**src/rtl/regfile_scoreboard.sv**
```systemverilog
// Integer register file: two write ports, two read ports, same-cycle bypass and a busy scoreboard.
// Index 0 is hardwired to zero and carries no busy state.
module regfile_scoreboard #(
  parameter int unsigned ADDR_WIDTH = 5,
  parameter int unsigned DATA_WIDTH = 32,
  parameter int unsigned BYPASS     = 1
) (
  input  logic                  CLK,
  input  logic                  RESET,
  input  logic                  WEN0,
  input  logic [ADDR_WIDTH-1:0] RD0_SEL,
  input  logic [DATA_WIDTH-1:0] WB0_DATA,
  input  logic                  WEN1,
  input  logic [ADDR_WIDTH-1:0] RD1_SEL,
  input  logic [DATA_WIDTH-1:0] WB1_DATA,
  input  logic                  ISSUE_VALID,
  input  logic [ADDR_WIDTH-1:0] ISSUE_RD_SEL,
  input  logic [ADDR_WIDTH-1:0] RS1_SEL,
  input  logic [ADDR_WIDTH-1:0] RS2_SEL,
  output logic [DATA_WIDTH-1:0] SRC1_DOUT,
  output logic [DATA_WIDTH-1:0] SRC2_DOUT,
  output logic                  SRC1_BUSY,
  output logic                  SRC2_BUSY,
  output logic                  WR_CONFLICT
);

  localparam int unsigned NUM_REGS = 2 ** ADDR_WIDTH;
  localparam int unsigned NUM_RD   = 2;
  localparam logic [ADDR_WIDTH-1:0] ZERO_IDX = '0;

  logic [DATA_WIDTH-1:0] regs_q [NUM_REGS];
  logic [DATA_WIDTH-1:0] regs_d [NUM_REGS];
  logic [NUM_REGS-1:0]   busy_q;
  logic [NUM_REGS-1:0]   busy_d;
  logic                  wr_conflict_q;
  logic                  wr_conflict_d;

  logic wr0_en;
  logic wr1_clr;
  logic wr1_en;
  logic same_dst;
  logic issue_en;

  // Qualify write/issue requests; index 0 is never a real destination.
  always_comb begin
    wr0_en   = WEN0 && (RD0_SEL != ZERO_IDX);
    wr1_clr  = WEN1 && (RD1_SEL != ZERO_IDX);
    same_dst = (RD0_SEL == RD1_SEL);
    // Port 0 wins a same-index collision, so port 1 data is dropped.
    wr1_en   = wr1_clr && !(wr0_en && same_dst);
    issue_en = ISSUE_VALID && (ISSUE_RD_SEL != ZERO_IDX);
  end

  // Next register contents: reset clears everything, otherwise apply both write ports.
  always_comb begin
    regs_d = regs_q;
    if (RESET) begin
      regs_d = '{default: '0};
    end else begin
      if (wr1_en) begin
        regs_d[RD1_SEL] = WB1_DATA;
      end
      if (wr0_en) begin
        regs_d[RD0_SEL] = WB0_DATA;
      end
    end
  end

  // Next scoreboard state: late writeback clears, issue sets, and set wins a tie.
  always_comb begin
    busy_d        = busy_q;
    wr_conflict_d = 1'b0;
    if (RESET) begin
      busy_d = '0;
    end else begin
      if (wr1_clr) begin
        busy_d[RD1_SEL] = 1'b0;
      end
      if (issue_en) begin
        busy_d[ISSUE_RD_SEL] = 1'b1;
      end
      wr_conflict_d = wr0_en && WEN1 && same_dst;
    end
    busy_d[0] = 1'b0;
  end

  // State registers; reset is folded into the next-state logic.
  always_ff @(posedge CLK) begin
    regs_q        <= regs_d;
    busy_q        <= busy_d;
    wr_conflict_q <= wr_conflict_d;
  end

  assign WR_CONFLICT = wr_conflict_q;

  logic [ADDR_WIDTH-1:0] rs_sel   [NUM_RD];
  logic [DATA_WIDTH-1:0] src_dout [NUM_RD];
  logic                  src_busy [NUM_RD];

  assign rs_sel[0] = RS1_SEL;
  assign rs_sel[1] = RS2_SEL;

  for (genvar p = 0; p < NUM_RD; p++) begin : g_read
    logic hit0;
    logic hit1;
    logic set_hit;

    // Read mux: stored value, optionally overridden by same-cycle write data and busy clear.
    always_comb begin
      hit0        = WEN0 && (RD0_SEL == rs_sel[p]);
      hit1        = WEN1 && (RD1_SEL == rs_sel[p]);
      set_hit     = ISSUE_VALID && (ISSUE_RD_SEL == rs_sel[p]);
      src_dout[p] = regs_q[rs_sel[p]];
      src_busy[p] = busy_q[rs_sel[p]];
      if (BYPASS != 0) begin
        if (hit0) begin
          src_dout[p] = WB0_DATA;
        end else if (hit1) begin
          src_dout[p] = WB1_DATA;
        end
        // A same-cycle re-issue keeps the register owned by the newer op.
        if (hit1 && !set_hit) begin
          src_busy[p] = 1'b0;
        end
      end
      if (rs_sel[p] == ZERO_IDX) begin
        src_dout[p] = '0;
        src_busy[p] = 1'b0;
      end
    end
  end

  assign SRC1_DOUT = src_dout[0];
  assign SRC2_DOUT = src_dout[1];
  assign SRC1_BUSY = src_busy[0];
  assign SRC2_BUSY = src_busy[1];

endmodule

```
**config.mk**
```make
export PLATFORM = sky130hd
export DESIGN_NAME = regfile_scoreboard
export DESIGN_NICKNAME = d
export VERILOG_FILES = /design/src/rtl/regfile_scoreboard.sv
export SDC_FILE = /design/constraint.sdc
export NUM_CORES = 2
export LEC_CHECK = 0
export CAP_MARGIN = 25
export CORE_UTILIZATION = 57
export DETAILED_ROUTE_END_ITERATION = 7
export GPL_TIMING_DRIVEN = 1
export PLACE_DENSITY_LB_ADDON = 0.2
export SYNTH_ARGS = -nofsm -noshare
export SYNTH_HDL_FRONTEND = slang
export SYNTH_SLANG_ARGS = --single-unit
```
**constraint.sdc**
```tcl
create_clock -name CLK -period 2.2 [get_ports CLK]
set_input_delay 0.22 -clock CLK [delete_from_list [all_inputs] [get_ports CLK]]
set_output_delay 0.22 -clock CLK [all_outputs]
set_load 0.02 [all_outputs]
```
## After elaboration in Yosys (flattened, before gate mapping)

Index checks and enable logic that the tools add are counted.
Widths: inputs -> output; s select.

- $lt $le $gt $ge: 12
- Mux-type cells: 36
- Reductions and logical operators: 27
- Bitwise gates (word level): 7
- Equality and inequality tests: 7

Operators by type and width:

| cell | count |
|---|---|
| $mux 1024 | 3 |
| $bwmux 1024 | 2 |
| $mux 32 | 15 |
| $bmux 32 s5 | 2 |
| $demux 32 s5 | 2 |
| $eq 5x5->1 | 7 |
| $and 32x32->32 | 1 |
| $not 32->32 | 1 |
| $or 32x32->32 | 1 |
| $ge 6x6->1 const B | 4 |
| $lt 5x6->1 const B | 4 |
| $not 5->6 | 4 |
| $logic_and 1x1->1 | 19 |
| $reduce_bool 5->1 | 3 |
| $lt 6x1->1 const B | 2 |
| $bmux 1 s5 | 2 |
| $demux 1 s5 | 2 |
| $ge 5x1->1 const B | 2 |
| $logic_not 5->1 | 2 |
| $mux 1 | 8 |
| $logic_not 1->1 | 3 |

- Input bits: 94
- Register bits: 1056

## Longest topological paths before layout

- Depth in word-level cells: 10
- Mapped depth: 11
- Mapped depth without buffers: 5

## Least setup slack after synthesis

No wires, ideal clock.

- Path type: input -> output
- Start: in RS1_SEL[1]
- End: out SRC1_BUSY
- Data arrival time: 2210 ps
- Cell stages on the path: 8
- Required time: 1980 ps
- Path slack: -230 ps
- Path through: buf_2 -> buf_2 -> buf_2 -> buf_2 -> xor2_1 -> nor4_1 -> a31oi_1 -> nor4_1

- Longest elaborated chain between the ends: 6
- Elaborated cells on any way between the ends: 11

Ends and longest elaborated chain:

| item | line | RTL |
|---|---|---|
| start, declared | 18 | `input logic [ADDR_WIDTH-1:0] RS1_SEL,` |
| parallel branches: the longest is 5 deep, another holds $bmux 1 s5 | -- |  |
| $mux 1 (*) | 126 | `if (rs_sel[p] == ZERO_IDX) begin` |
| end, declared | 22 | `output logic SRC1_BUSY,` |

Mark *: on every way between the ends. The select of a mux whose other input is x is not followed.

## Worst setup path after layout

- Start: reg regs_q[529] in the netlist's numbering
- End: out SRC1_DOUT[17]

- Longest elaborated chain between the ends: 6

Ends and longest elaborated chain:

| item | line | RTL |
|---|---|---|
| start, declared | 31 | `logic [DATA_WIDTH-1:0] regs_q [NUM_REGS];` |
| start signal, assigned | 89 | `regs_q <= regs_d;` |
| $bmux 32 s5 | 113 | `src_dout[p] = regs_q[rs_sel[p]];` |
| $mux 32 (implied by the code) (2 in series) | 113 |  |
| $mux 32 | 118 | `end else if (hit1) begin` |
| $mux 32 | 116 | `if (hit0) begin` |
| $mux 32 | 126 |  |
| end, declared | 20 | `output logic [DATA_WIDTH-1:0] SRC1_DOUT,` |

Every way passes these cells. The select of a mux whose other input is x is not followed.

==> results.txt <==
H-tree levels -> 3
RSZ-0062 raised after global routing -> yes
fin util -> 75.68%
largest area contributor in the netlist -> dfxtp_1
wire per inst -> 35.34 microns
MaxCap Viol Count -> 0
Power Internal -> 0.03576 W
Die Span Y -> 345.6 microns
Initial Util -> 57.68%
Area growth syn-to-layout -> 31.22%
Worst Hold Path Cells -> 6
Peak VDD IR -> 0.6306 mV
Leakage Power -> 40.19 nW
reg2reg start -> regs_q[307]
pre-CTS WS -> -1.382 ns
clock buffer depth -> 3
Sw Ratio -> 28.65%
sequential share of power -> 39.4%
ys flop type -> dfxtp_1
DRT iter0 DRCs -> 11,809
Post-Place Cell Area -> 0.07997 sq mm
EDFF count, synth -> 0
Worst EP arrival -> 2.88 ns
switching pwr -> 0.01436 W
Hold Vio Cnt, Final -> 0
sequential share of the synthesized area -> 31.42%
Critical Path Source Type -> register
num rows -> 125
violated checks -> design-rule violations, negative setup slack
CTS tree -> yes
most common library cells after synthesis -> mux2i_1, dfxtp_1, a211oi_1, nor2_1, clkbuf_1
Via density -> 7.460
post-synthesis cell count -> 6,701
Setup WS post-layout -> -0.8968 ns
fin crit period -> 3.097 ns
first-pass GRT wire length -> 457.4 mm
CTS root buf -> clkbuf_16
clock latency at the later pin of the worst-skew pair -> 0.76 ns
power density cells -> 567.6 mW/mm^2
post-synthesis register bit count -> 1,056
max-slew violations -> 0
# DRC -> 5
hold path startpoint -> RD0_SEL[3]
hold endpoint -> regs_q[435]
Final Cell Area -> 0.08830 sq mm
slew of the pin with the lowest slew margin -> 0.8246 ns
clock-pin transition on the worst setup and hold timing paths -> 0.06 ns
r2r setup slk -> 1.20 ns
FF-to-FF path depth -> 4
synth unique cells -> 67
Final nets -> 7,600
outcome -> finished with violations
Syn Nets -> 6,795
routability cong. -> 1.145
Comb power frac -> 17.3%
Pre-antenna DRT Iters -> 8
worst path required time -> 1.98 ns
TritonCTS Sinks -> 1,056
largest net degree at the start of global routing -> 112
post-synth top area share -> 31.42%
initial antenna violation count -> 12
GRT Util Overall -> 52.15%
source of the critical timing path -> regs_q[529]
IO Pins -> 161
crit path max fanout -> 2
YS warnings -> 0
total number of vias -> 68,225
Core Region -> 0.1167 sq mm
endpoints failing setup -> 66
Worst Setup End Kind -> primary output
clock share of power -> 43.3%
Worst Hold Class -> in -> reg
Port Buffers -> 160
worst relative slew slack -> 44.85%
TritonCTS Buffers -> 117
fmax -> 322.9 MHz
Routed WL -> 323.2 mm
ANT nets after route -> 0
die width -> 345.6 microns
Cell Area, Synth -> 0.06729 sq mm
asr flop ratio synth -> 0%
Area contributors post-synth -> dfxtp_1, mux2i_1, mux4_2
gr ovfl total -> 0
vias in the first global route -> 64,674
Die ar. -> 0.1194 sq mm
worst reg2reg endpoint -> regs_q[307]
proportion of layout cells with a drive suffix above 1 -> 38.34%
Post-DP HPWL -> 218.3 mm
most common cell in the synthesized netlist -> mux2i_1
Syn Area/Cell -> 10.04 sq um
Clock Skew -> 0 ns
final worst path period share -> 140.8%
WS Path Type -> reg -> out
Filler cells -> 7,525
[placed cells by master, fill, tap and decap left out, types with 30 or more instances in the layout]
master	netlist	final
mux2i_1	1171	1122
buf_4	37	1074
a211oi_1	1019	1003
nor2_1	1019	993
dfxtp_1	1056	856
mux4_2	432	437
buf_12	45	277
dfxtp_2	0	200
buf_6	36	141
clkbuf_16	0	122
a21oi_1	112	104
mux2_2	114	101
nand2_1	135	92
clkdlybuf4s50_1	0	73
o21ai_0	68	61
o22ai_1	75	57
nor2b_1	63	51
nor3_1	51	39
nand2_4	0	31
o211ai_4	29	31
mux2i_4	0	30
a22oi_1	57	30
clkbuf_8	0	30
[cells by family after synthesis]
kind of cell           Yosys count  synth area share, %
AO/OA/AOI/OAI                 1547                17.21
AND/OR/NAND/NOR               1407                8.726
multiplexers                  1730                34.29
flip-flops                    1056                31.42
XOR/XNOR                        35               0.4555
buffers and inverters          926                7.902
[worst max-delay path by stage]
stage                    endpoint  slack [ns]  cells past startpoint
detailed placement   SRC1_DOUT[5]       -1.38                     11
finish              SRC1_DOUT[17]       -0.90                      6
floorplan            SRC2_DOUT[1]       -0.08                      9
global route        SRC1_DOUT[21]       -0.89                      8
global placement     SRC2_DOUT[2]       -1.24                     10
CTS                 SRC1_DOUT[21]       -0.90                      8
[area by class of cell]
cell class	count	area [sq um]	share of cell area, %
Clock buffer	171	3485	3.946
Inverter	5	18.77	0.02125
Sequential cell	1056	21390	24.22
Antenna cell	15	37.54	0.04251
Multi-Input combinational cell	4719	44130	49.98
Tap cell	1524	1907	2.159
Clock inverter	48	684.4	0.7751
Timing Repair Buffer	1607	16650	18.86
[state kept, by name (all words and copies together), names as in the netlist]
register / cells
WR_CONFLICT: 1
regs_q: 1024
busy_q: 31
[stage by stage]
| step | std cells | power [W] | hold WS, ns | TNS (ns) |
|---|---|---|---|---|
| final | 9145 | 0.05012 | 0.2791 | -40.47 |
| after global routing | 9131 | 0.05078 | 0.2895 | -40.34 |
| after CTS | 9093 | 0.04921 | 0.2784 | -36.68 |
| after detailed placement | 8836 | 0.02763 | 0.4706 | -671.95 |
| after global placement | 8836 | 0.02754 | 0.4655 | -659.25 |
| after floorplan | 6701 | 0.02407 | 0.4509 | -0.7516 |
[per-layer routing]
| layer | part of all wire [%] | global-route usage (%) |
|---|---|---|
| met1 | 34 | 63.79 |
| met2 | 39 | 69.75 |
| met4 | 10 | 43.16 |
| met5 | 0.085 | 1.561 |
| met3 | 17 | 23.25 |
[critical path, cell delays in order, from the launching register on]
cell and delay, ns:
dfxtp_2 0.33, mux4_2 0.50, mux4_2 0.57, nor2_1 0.12, or4_4 0.15, o221ai_4 0.22, buf_6 0.22
[timing repair]
item	4_1_cts	5_1_grt
endpoints found under the hold margin	25	0
cloned	4	2
hold buffers	1	0
endpoints found under the setup margin	116	66
setup buffers	50	44
gates resized for setup	744	266
pin swaps	180	103
[power by group through the flow]
stage	sequential (W)	clock [W]	combinational (W)
2_1_floorplan	0.0201	0	0.00400
3_5_place_dp	0.0201	0	0.00749
6_report	0.0198	0.0217	0.00866
3_3_place_gp	0.0201	0	0.00743
5_1_grt	0.0198	0.0223	0.00867
4_1_cts	0.0197	0.0215	0.00798
Power figures use the tool's default switching activity.
